### config.mk
export PLATFORM = sky130hd
export DESIGN_NAME = asp_irq_csr_responder_flat
export DESIGN_NICKNAME = d
export VERILOG_FILES = /design/src/rtl/asp_irq_csr_responder_if.sv /design/src/rtl/asp_irq_csr_responder.sv /design/src/flat_wrapper.sv
export SDC_FILE = /design/constraint.sdc
export NUM_CORES = 1
export LEC_CHECK = 0
export ABC_AREA = 1
export CAP_MARGIN = 15
export CORE_MARGIN = 2
export CORE_UTILIZATION = 49
export CTS_BUF_LIST = sky130_fd_sc_hd__clkbuf_16
export CTS_CLUSTER_DIAMETER = 40
export DETAILED_ROUTE_END_ITERATION = 16
export GPL_TIMING_DRIVEN = 1
export PLACE_DENSITY_LB_ADDON = 0.15
export SETUP_SLACK_MARGIN = 0.02
export SLEW_MARGIN = 20
export SYNTH_ARGS = -nofsm -noshare
export SYNTH_HDL_FRONTEND = slang
export SYNTH_SLANG_ARGS = --single-unit
export TNS_END_PERCENT = 1
### constraint.sdc
create_clock -name clk -period 3.4 [get_ports clk]
set_clock_uncertainty 0.05 [all_clocks]
set_input_delay 0.51 -clock clk [delete_from_list [all_inputs] [get_ports clk]]
set_output_delay 0.51 -clock clk [all_outputs]
set_load 0.01 [all_outputs]
### src/rtl/asp_irq_csr_responder_if.sv
// Bus bundle for asp_irq_csr_responder.
//   AVMM side : avmm_address/read/write/writedata/byteenable in,
//               avmm_waitrequest/readdata/readdatavalid out.
//   IRQ side  : irq_req/irq_vec out, irq_ack in.
// slave modport is the responder's view; master is the host/bench view.
interface asp_irq_csr_responder_if #(
  parameter int unsigned ADDR_WIDTH = 18,
  parameter int unsigned VEC_WIDTH  = 2
);
  logic [ADDR_WIDTH-1:0] avmm_address;
  logic                  avmm_read;
  logic                  avmm_write;
  logic [63:0]           avmm_writedata;
  logic [7:0]            avmm_byteenable;
  logic                  avmm_waitrequest;
  logic [63:0]           avmm_readdata;
  logic                  avmm_readdatavalid;
  logic                  irq_req;
  logic [VEC_WIDTH-1:0]  irq_vec;
  logic                  irq_ack;

  modport slave (
    input  avmm_address, avmm_read, avmm_write, avmm_writedata, avmm_byteenable,
    input  irq_ack,
    output avmm_waitrequest, avmm_readdata, avmm_readdatavalid,
    output irq_req, irq_vec
  );

  modport master (
    output avmm_address, avmm_read, avmm_write, avmm_writedata, avmm_byteenable,
    output irq_ack,
    input  avmm_waitrequest, avmm_readdata, avmm_readdatavalid,
    input  irq_req, irq_vec
  );
endinterface

### src/rtl/asp_irq_csr_responder.sv
// MMIO-side responder for ASP interrupt sources (DMA_0, kernel, DMA_1, spare).
// Rising edges on irq_in set sticky pending bits; unmasked, not-yet-sent
// sources are forwarded one at a time (lowest index first) as a vectored
// req/ack handshake. CSRs (word = address[5:3]):
//   0 STATUS (RO) {pending&~mask, pending}   1 MASK (RW, 1 = masked)
//   2 CLEAR  (WO, reads 0)                   3 REQ_COUNT (RO, saturating)
//   4 TSTAMP (RO, only with ASP_IRQ_TIMESTAMP_EN, else reads 0)
// Ports: clk, reset_n (async, active-low), irq_in[NUM_IRQ], bus (slave modport
// of asp_irq_csr_responder_if carrying the AVMM and IRQ handshake signals).
// Optional macro ASP_IRQ_TIMESTAMP_EN: free-running 64-bit cycle counter
// latched into TSTAMP on every accepted request.
module asp_irq_csr_responder #(
  parameter int unsigned NUM_IRQ    = 4,
  parameter int unsigned ADDR_WIDTH = 18,
  parameter int unsigned DATA_WIDTH = 64,
  parameter int unsigned VEC_WIDTH  = 2
) (
  input  logic                      clk,
  input  logic                      reset_n,
  input  logic [NUM_IRQ-1:0]        irq_in,
  asp_irq_csr_responder_if.slave    bus
);

  typedef enum logic [1:0] {S_IDLE, S_REQ, S_GAP} state_e;

  state_e                 state_q;
  logic                   irq_req_q;
  logic [VEC_WIDTH-1:0]   irq_vec_q;
  logic [31:0]            req_count_q;
  logic [NUM_IRQ-1:0]     irq_prev_q;
  logic [NUM_IRQ-1:0]     pending_q, pending_d;
  logic [NUM_IRQ-1:0]     sent_q, sent_d;
  logic [NUM_IRQ-1:0]     mask_q, mask_d;
  logic [DATA_WIDTH-1:0]  rdata_q, rdata_d;
  logic                   rdv_q;

  logic [2:0]             word_sel;
  logic [NUM_IRQ-1:0]     rise, clr, elig, ack_set;
  logic [VEC_WIDTH-1:0]   sel_vec;
  logic                   sel_found;
  logic                   accept;

`ifdef ASP_IRQ_TIMESTAMP_EN
  logic [63:0]            ts_cnt_q;
  logic [63:0]            tstamp_q;
`endif

  assign word_sel = (ADDR_WIDTH >= 6) ? bus.avmm_address[5:3] : 3'd0;
  assign rise     = irq_in & ~irq_prev_q;
  assign elig     = pending_q & ~mask_q & ~sent_q;
  assign accept   = (state_q == S_REQ) && bus.irq_ack;
  assign ack_set  = accept ? (NUM_IRQ'(1) << irq_vec_q) : '0;

  // Lowest set index of the eligible set.
  always_comb begin
    sel_vec   = '0;
    sel_found = 1'b0;
    for (int unsigned i = 0; i < NUM_IRQ; i++) begin
      if (elig[i] && !sel_found) begin
        sel_vec   = VEC_WIDTH'(i);
        sel_found = 1'b1;
      end
    end
  end

  always_comb begin
    mask_d = mask_q;
    clr    = '0;
    if (bus.avmm_write && word_sel == 3'd1) begin
      for (int unsigned i = 0; i < NUM_IRQ; i++) begin
        if (bus.avmm_byteenable[i/8]) mask_d[i] = bus.avmm_writedata[i];
      end
    end
    if (bus.avmm_write && word_sel == 3'd2) clr = bus.avmm_writedata[NUM_IRQ-1:0];
    // A same-cycle rise wins over CLEAR for pending, while sent is cleared,
    // so the new event is requested again.
    pending_d = (pending_q & ~clr) | rise;
    sent_d    = (sent_q | ack_set) & ~clr;
  end

  always_comb begin
    rdata_d = '0;
    case (word_sel)
      3'd0: rdata_d = DATA_WIDTH'({32'(pending_q & ~mask_q), 32'(pending_q)});
      3'd1: rdata_d = DATA_WIDTH'(mask_q);
      3'd3: rdata_d = DATA_WIDTH'(req_count_q);
`ifdef ASP_IRQ_TIMESTAMP_EN
      3'd4: rdata_d = DATA_WIDTH'(tstamp_q);
`endif
      default: rdata_d = '0;
    endcase
  end

  always_ff @(posedge clk or negedge reset_n) begin
    if (!reset_n) begin
      irq_prev_q <= '0;
      pending_q  <= '0;
      sent_q     <= '0;
      mask_q     <= '1;
      rdata_q    <= '0;
      rdv_q      <= 1'b0;
    end else begin
      irq_prev_q <= irq_in;
      pending_q  <= pending_d;
      sent_q     <= sent_d;
      mask_q     <= mask_d;
      rdv_q      <= bus.avmm_read;
      if (bus.avmm_read) rdata_q <= rdata_d;
    end
  end

  // Request handshake; once raised, a request is held until acked even if
  // its source is cleared or masked meanwhile.
  always_ff @(posedge clk or negedge reset_n) begin
    if (!reset_n) begin
      state_q     <= S_IDLE;
      irq_req_q   <= 1'b0;
      irq_vec_q   <= '0;
      req_count_q <= '0;
    end else begin
      case (state_q)
        S_IDLE: begin
          if (|elig) begin
            irq_vec_q <= sel_vec;
            irq_req_q <= 1'b1;
            state_q   <= S_REQ;
          end
        end
        S_REQ: begin
          if (bus.irq_ack) begin
            irq_req_q <= 1'b0;
            state_q   <= S_GAP;
            if (req_count_q != '1) req_count_q <= req_count_q + 32'd1;
          end
        end
        S_GAP:   state_q <= S_IDLE;
        default: state_q <= S_IDLE;
      endcase
    end
  end

`ifdef ASP_IRQ_TIMESTAMP_EN
  always_ff @(posedge clk or negedge reset_n) begin
    if (!reset_n) begin
      ts_cnt_q <= '0;
      tstamp_q <= '0;
    end else begin
      ts_cnt_q <= ts_cnt_q + 64'd1;
      if (accept) tstamp_q <= ts_cnt_q;
    end
  end
`endif

  assign bus.avmm_waitrequest   = 1'b0;
  assign bus.avmm_readdata      = rdata_q;
  assign bus.avmm_readdatavalid = rdv_q;
  assign bus.irq_req            = irq_req_q;
  assign bus.irq_vec            = irq_vec_q;

endmodule

### src/flat_wrapper.sv
// flat-port wrapper written by rule: the top's interface ports become plain ports
module asp_irq_csr_responder_flat 
#(
  parameter int unsigned NUM_IRQ    = 4,
  parameter int unsigned ADDR_WIDTH = 18,
  parameter int unsigned DATA_WIDTH = 64,
  parameter int unsigned VEC_WIDTH  = 2
)
  (clk, reset_n, irq_in, bus_avmm_address, bus_avmm_read, bus_avmm_write, bus_avmm_writedata, bus_avmm_byteenable, bus_irq_ack, bus_avmm_waitrequest, bus_avmm_readdata, bus_avmm_readdatavalid, bus_irq_req, bus_irq_vec);
  asp_irq_csr_responder_if #(.ADDR_WIDTH(ADDR_WIDTH), .VEC_WIDTH(VEC_WIDTH)) bus_i ();
  input  logic clk;
  input  logic reset_n;
  input  logic [NUM_IRQ-1:0] irq_in;
  input wire logic [$bits(bus_i.avmm_address)-1:0] bus_avmm_address;
  input wire logic [$bits(bus_i.avmm_read)-1:0] bus_avmm_read;
  input wire logic [$bits(bus_i.avmm_write)-1:0] bus_avmm_write;
  input wire logic [$bits(bus_i.avmm_writedata)-1:0] bus_avmm_writedata;
  input wire logic [$bits(bus_i.avmm_byteenable)-1:0] bus_avmm_byteenable;
  input wire logic [$bits(bus_i.irq_ack)-1:0] bus_irq_ack;
  output wire logic [$bits(bus_i.avmm_waitrequest)-1:0] bus_avmm_waitrequest;
  output wire logic [$bits(bus_i.avmm_readdata)-1:0] bus_avmm_readdata;
  output wire logic [$bits(bus_i.avmm_readdatavalid)-1:0] bus_avmm_readdatavalid;
  output wire logic [$bits(bus_i.irq_req)-1:0] bus_irq_req;
  output wire logic [$bits(bus_i.irq_vec)-1:0] bus_irq_vec;
  assign bus_i.avmm_address = bus_avmm_address;
  assign bus_i.avmm_read = bus_avmm_read;
  assign bus_i.avmm_write = bus_avmm_write;
  assign bus_i.avmm_writedata = bus_avmm_writedata;
  assign bus_i.avmm_byteenable = bus_avmm_byteenable;
  assign bus_i.irq_ack = bus_irq_ack;
  assign bus_avmm_waitrequest = bus_i.avmm_waitrequest;
  assign bus_avmm_readdata = bus_i.avmm_readdata;
  assign bus_avmm_readdatavalid = bus_i.avmm_readdatavalid;
  assign bus_irq_req = bus_i.irq_req;
  assign bus_irq_vec = bus_i.irq_vec;
  asp_irq_csr_responder #(.NUM_IRQ(NUM_IRQ), .ADDR_WIDTH(ADDR_WIDTH), .DATA_WIDTH(DATA_WIDTH), .VEC_WIDTH(VEC_WIDTH)) u_core (.clk(clk), .reset_n(reset_n), .irq_in(irq_in), .bus(bus_i));
endmodule
=== After elaboration in Yosys (flattened, before gate mapping) ===
Cells that the tools add are included.

* Bits in registers: 118
* Output and inout port bits: 69
* Input bits: 99
* Logic and storage cells: 65

* Muxes and demuxes: 15
* Shift-type cells: 1
* Add/subtract/negate cells: 1
* Reduce and logical (&&, ||, !) cells: 18
* Equal/unequal tests: 7
* Bitwise logic cells: 13

{| class="wikitable"
|+ Operators with widths
! kind !! count
|-
| case mux 64 bit (3 select lines) || 1
|-
| adder 32 x 1 -> 32 bit (second input constant) || 1
|-
| AND 4 x 32 -> 32 bit || 1
|-
| inequality test 32 bit (second input constant) || 1
|-
| inverter 4 -> 32 bit || 1
|-
| AND 4 bit || 5
|-
| inverter 4 bit || 4
|-
| two-way mux 2 bit || 4
|-
| two-way mux 4 bit || 2
|-
| OR 4 bit || 2
|-
| == test 3 x 2 -> 1 bit (second input constant) || 2
|-
| logical AND 1 bit || 6
|-
| two-way mux 1 bit || 6
|-
| AND reduction 2 bit || 3
|-
| AND reduction 3 bit || 2
|-
| case mux 2 bit (2 select lines) || 1
|-
| OR reduction 4 bit || 1
|-
| left shift 1 x 2 -> 4 bit (first input constant) || 1
|-
| == test 3 x 1 -> 1 bit (second input constant) || 1
|-
| zero test 1 bit || 3
|-
| zero test 3 bit || 1
|-
| == test 2 x 1 -> 1 bit (second input constant) || 1
|-
| zero test 2 bit || 1
|-
| inequality test 2 x 1 -> 1 bit (second input constant) || 1
|-
| other kinds (3) || 3
|}

=== Depth between registers and ports, before layout ===
* Depth in word-level cells: 13
* Depth in mapped cells: 11
* Mapped depth without buffers: 10

=== Worst setup path after synthesis ===
OpenSTA, ideal clock, no wires.

* Path type: flip-flop to flip-flop
* Start point: register u_core.req_count_q[0]
* End point: register u_core.req_count_q[26]
* Required time: 3.234 ns
* Stages on the path, launching flop included: 12
* Data arrival time: 1.531 ns
* Library setup time: 0.116 ns
* Setup slack: 1.702 ns
* Buffers on the path: 1
* Period minus slack after synthesis: 1.698 ns
* Cell sequence: dfrtp_1 -> ha_1 -> inv_1 -> nor2_4 -> nand2_4 -> nor2_8 -> nand2_4 -> nand2_8 -> inv_4 -> buf_6 -> nand2_1 -> nand2_1

* Word-level cells in the longest chain between the ends: 2
* Elaborated cells on any way between the ends: 3
* Those cells by class: add/sub: 1; eq/ne: 1; reduce/logical: 1

{| class="wikitable"
|+ RTL lines
! what !! RTL line !! text
|-
| from (decl) || asp_irq_csr_responder.sv:29 || <nowiki>logic [31:0] req_count_q;</nowiki>
|-
| from (signal assigned) || asp_irq_csr_responder.sv:133 || <nowiki>if (req_count_q != '1) req_count_q <= req_count_q + 32'd1;</nowiki>
|-
| branches (longest 2 deep; another with adder 32 x 1 -> 32 bit) || - ||
|}

Several ways; the timed one is not identified.
A chain may end at the register's enable or synchronous reset.

=== Worst setup path in the final report ===
* Start point: register u_core.req_count_q[1]
* End point: register u_core.req_count_q[10]

Same word-level chain as after synthesis.

==> results.md <==
* Status: finished, final reports clean
* HPWL after DPL at 7660 microns
* Pint at 1920 uW
* Area of the mapped netlist at 4710 sq um
* Mean Syn Cell Area at 7.67 sq um
* Min cycle time layout at 2080 ps
* Drt drc at 0
* Height of the die at 102 microns
* RSZ-0062 raised after global routing: false
* CP startpoint kind: flop
* Clock slew at reported path FFs at 70 ps
* Clock tree sinks at 90
* PostCTS Resize Cnt at 0
* Critical path data arrival time at 2250 ps
* Cell with the most instances after synthesis: nand2_1
* CTS Hold Bufs at 0
* Fillers at 896
* # diodes at 0
* Worst Path Max Fanout at 32
* Crit end category: flop
* Design Power at 2740 uW
* GP Congestion at 0.892
* Cell area after layout at 5550 sq um
* CTS tree: yes
* CP Class: flop to flop
* Layout Nets at 768
* # setup viols final at 0
* Die Span X at 102 microns
* Overall fraction of global-route tracks in use at 21.7%
* Max Freq at 0.480 GHz
* FF+latch count, synth at 90
* Ranking of synthesized cells by area: dfrtp_1 (46%), nand2_1 (20%), nor2_1 (4.8%)
* Final wirelength at 10400 microns
* CTS Buf Count at 9
* Max Cap Viol at 0
* Pin count of the biggest net entering global routing at 91
* Via Count at 3962
* CTS max path bufs at 2
* Post-synth EDFFs at 0
* Warning count from the yosys run at 0
* Seq pwr share at 45.6%
* Switching share of power at 29.9%
* Post-CTS setup buffer count at 0
* Row count at 35
* Synth top area share at 45.7%
* Vias in the first global route at 3799
* Maximum vdd drop at 328 uV
* Initial antenna violation count at 0
* Net Switching at 819 uW
* Final core area utilization at 59.8%
* TNS Setup at 0 ps
* Clock latency on the worst-skew pair at 340 ps
* Crit share post-route at 61.3%
* H-tree depth at 3
* Die Area at 10400 sq um
* Layout area overhead at 17.8%
* Dpl cell area at 5250 sq um
* First DRT Iteration DRCs at 141
* Class of the worst hold path: input port to asynchronous set/reset pin
* Max Slew Vio Count at 0
* Cell taking the most area after synthesis: dfrtp_1
* Clock power frac at 36.7%
* Cell Pwr Density at 494 nW/um^2
* Comb power frac at 17.7%
* First-pass GRT wire length at 17700 microns
* Ys flop type: dfrtp_1
* Clock Tree Root: clkbuf_16
* Sequential area share after synthesis at 47.9%
* Asr flop ratio synth at 100%
* Layout cell share with drive strength beyond 1 at 5.05%
* Worst-Margin Slew at 791 ps
* Post-route ant nets at 0
* Distinct cell type count after synthesis at 32
* Slew HR at 47.3%
* Grt ovf at 0
* Leak Pwr at 0.00261 uW
* Drt pass-1 iters at 4
* Port bufs at 56
* Fin. Hold Viols at 0
* DR vias/cell at 4.94
* Post-synth top cells: nand2_1 (254), dfrtp_1 (86), nor2_1 (60), inv_1 (53), buf_4 (29)
* Core area at 9280 sq um
* Worst Reg-to-Reg Cells at 10
* I/O pin total at 168
* Critical Path RT at 3570 ps
* Synth Instances at 614
* Starting density of the core at 50.7%
* Hold slack at 195 ps
* Post-DR wirelength/cell at 13.0 microns
==> cells in the final DEF, fill, tap and decap left out, types with 9 or more instances in the layout <==
| cell | count |
|---|---|
| nand2_1 | 254 |
| inv_1 | 53 |
| clkdlybuf4s50_1 | 55 |
| nand3_1 | 25 |
| xor2_1 | 12 |
| dfrtp_1 | 86 |
| nor2_1 | 60 |
| o21ai_0 | 17 |
| clkbuf_16 | 9 |
| o31ai_1 | 24 |
| conb_1 | 29 |
==> metrics by stage <==
step                cells  setup WS, ps
floorplan             642          1700
global placement      786          1230
detailed placement    786          1170
CTS                   802          1310
global route          802          1150
finish                802          1320
==> layout make-up <==
cell class                      count  area [sq um]  area share, %
Tap cell                          129           161           2.91
Timing Repair Buffer               59           584           10.5
Inverter                           56           213           3.83
Clock buffer                        9           225           4.06
Clock inverter                      7          75.1           1.35
Multi-Input combinational cell    452          2030           36.7
Sequential cell                    90          2260           40.7
==> sequential cells by signal (all words and copies together), names as in the netlist <==
register / flops
u_core.state_q: 2
u_core.irq_prev_q: 4
u_core.sent_q: 4
u_core.req_count_q: 32
u_core.pending_q: 4
u_core.mask_q: 4
u_core.bus.avmm_readdatavalid: 1
u_core.bus.irq_vec: 2
u_core.bus.avmm_readdata: 36
u_core.bus.irq_req: 1
==> worst max-delay path: stages (launching register included) <==
cell and delay (ps):
dfrtp_1 430, ha_1 270, inv_1 90, nor2_4 180, nand2_4 120, nor2_8 180, nand2_4 90, nand2_8 200
inv_4 170, nand2_1 110, nand2_1 60
==> power groups by stage <==
stage	clock [uW]	combinational [uW]	sequential, uW
2_1_floorplan	0	360	1260
4_1_cts	1020	489	1250
6_report	1000	485	1250
5_1_grt	1070	554	1260
3_5_place_dp	0	484	1270
3_3_place_gp	0	478	1260
==> path summary, 6_finish.rpt <==
kind	from	slack [ps]	endpoint
min in group clk	u_core.irq_prev_q[0]	380	u_core.pending_q[0]
max in group asynchronous	reset_n	2580	u_core.bus.avmm_readdata[31]
max reg2reg	u_core.req_count_q[1]	1320	u_core.req_count_q[10]
min	reset_n	200	u_core.bus.avmm_readdata[12]
max	u_core.req_count_q[1]	1320	u_core.req_count_q[10]
min reg2reg	u_core.irq_prev_q[0]	380	u_core.pending_q[0]
==> routing by layer <==
metal | up-vias | GRT usage, % | wire length [microns]
met1 | 1843 | 28.1 | 4660
met2 | 114 | 37.2 | 5080
met3 | 14 | 3.35 | 533
met4 | 0 | 7.79 | 137
li1 | 1991 | - | -
met5 | - | 0 | 0
==> cells by family (layout without fill, tap and decap cells) <==
family / after synthesis / after routing / synth area share, %
buffers and inverters: 100 / 131 / 11.1
and+or+nand+nor: 353 / 353 / 30.5
adders and majority gates: 1 / 1 / 0.266
xor gates and xnor gates: 13 / 13 / 2.42
AOI/OAI and AO/OA: 56 / 56 / 7.70
DFF: 90 / 90 / 47.9
other: 1 / 29 / 0.0796
No activity file was read; power rests on OpenSTA's default activity.
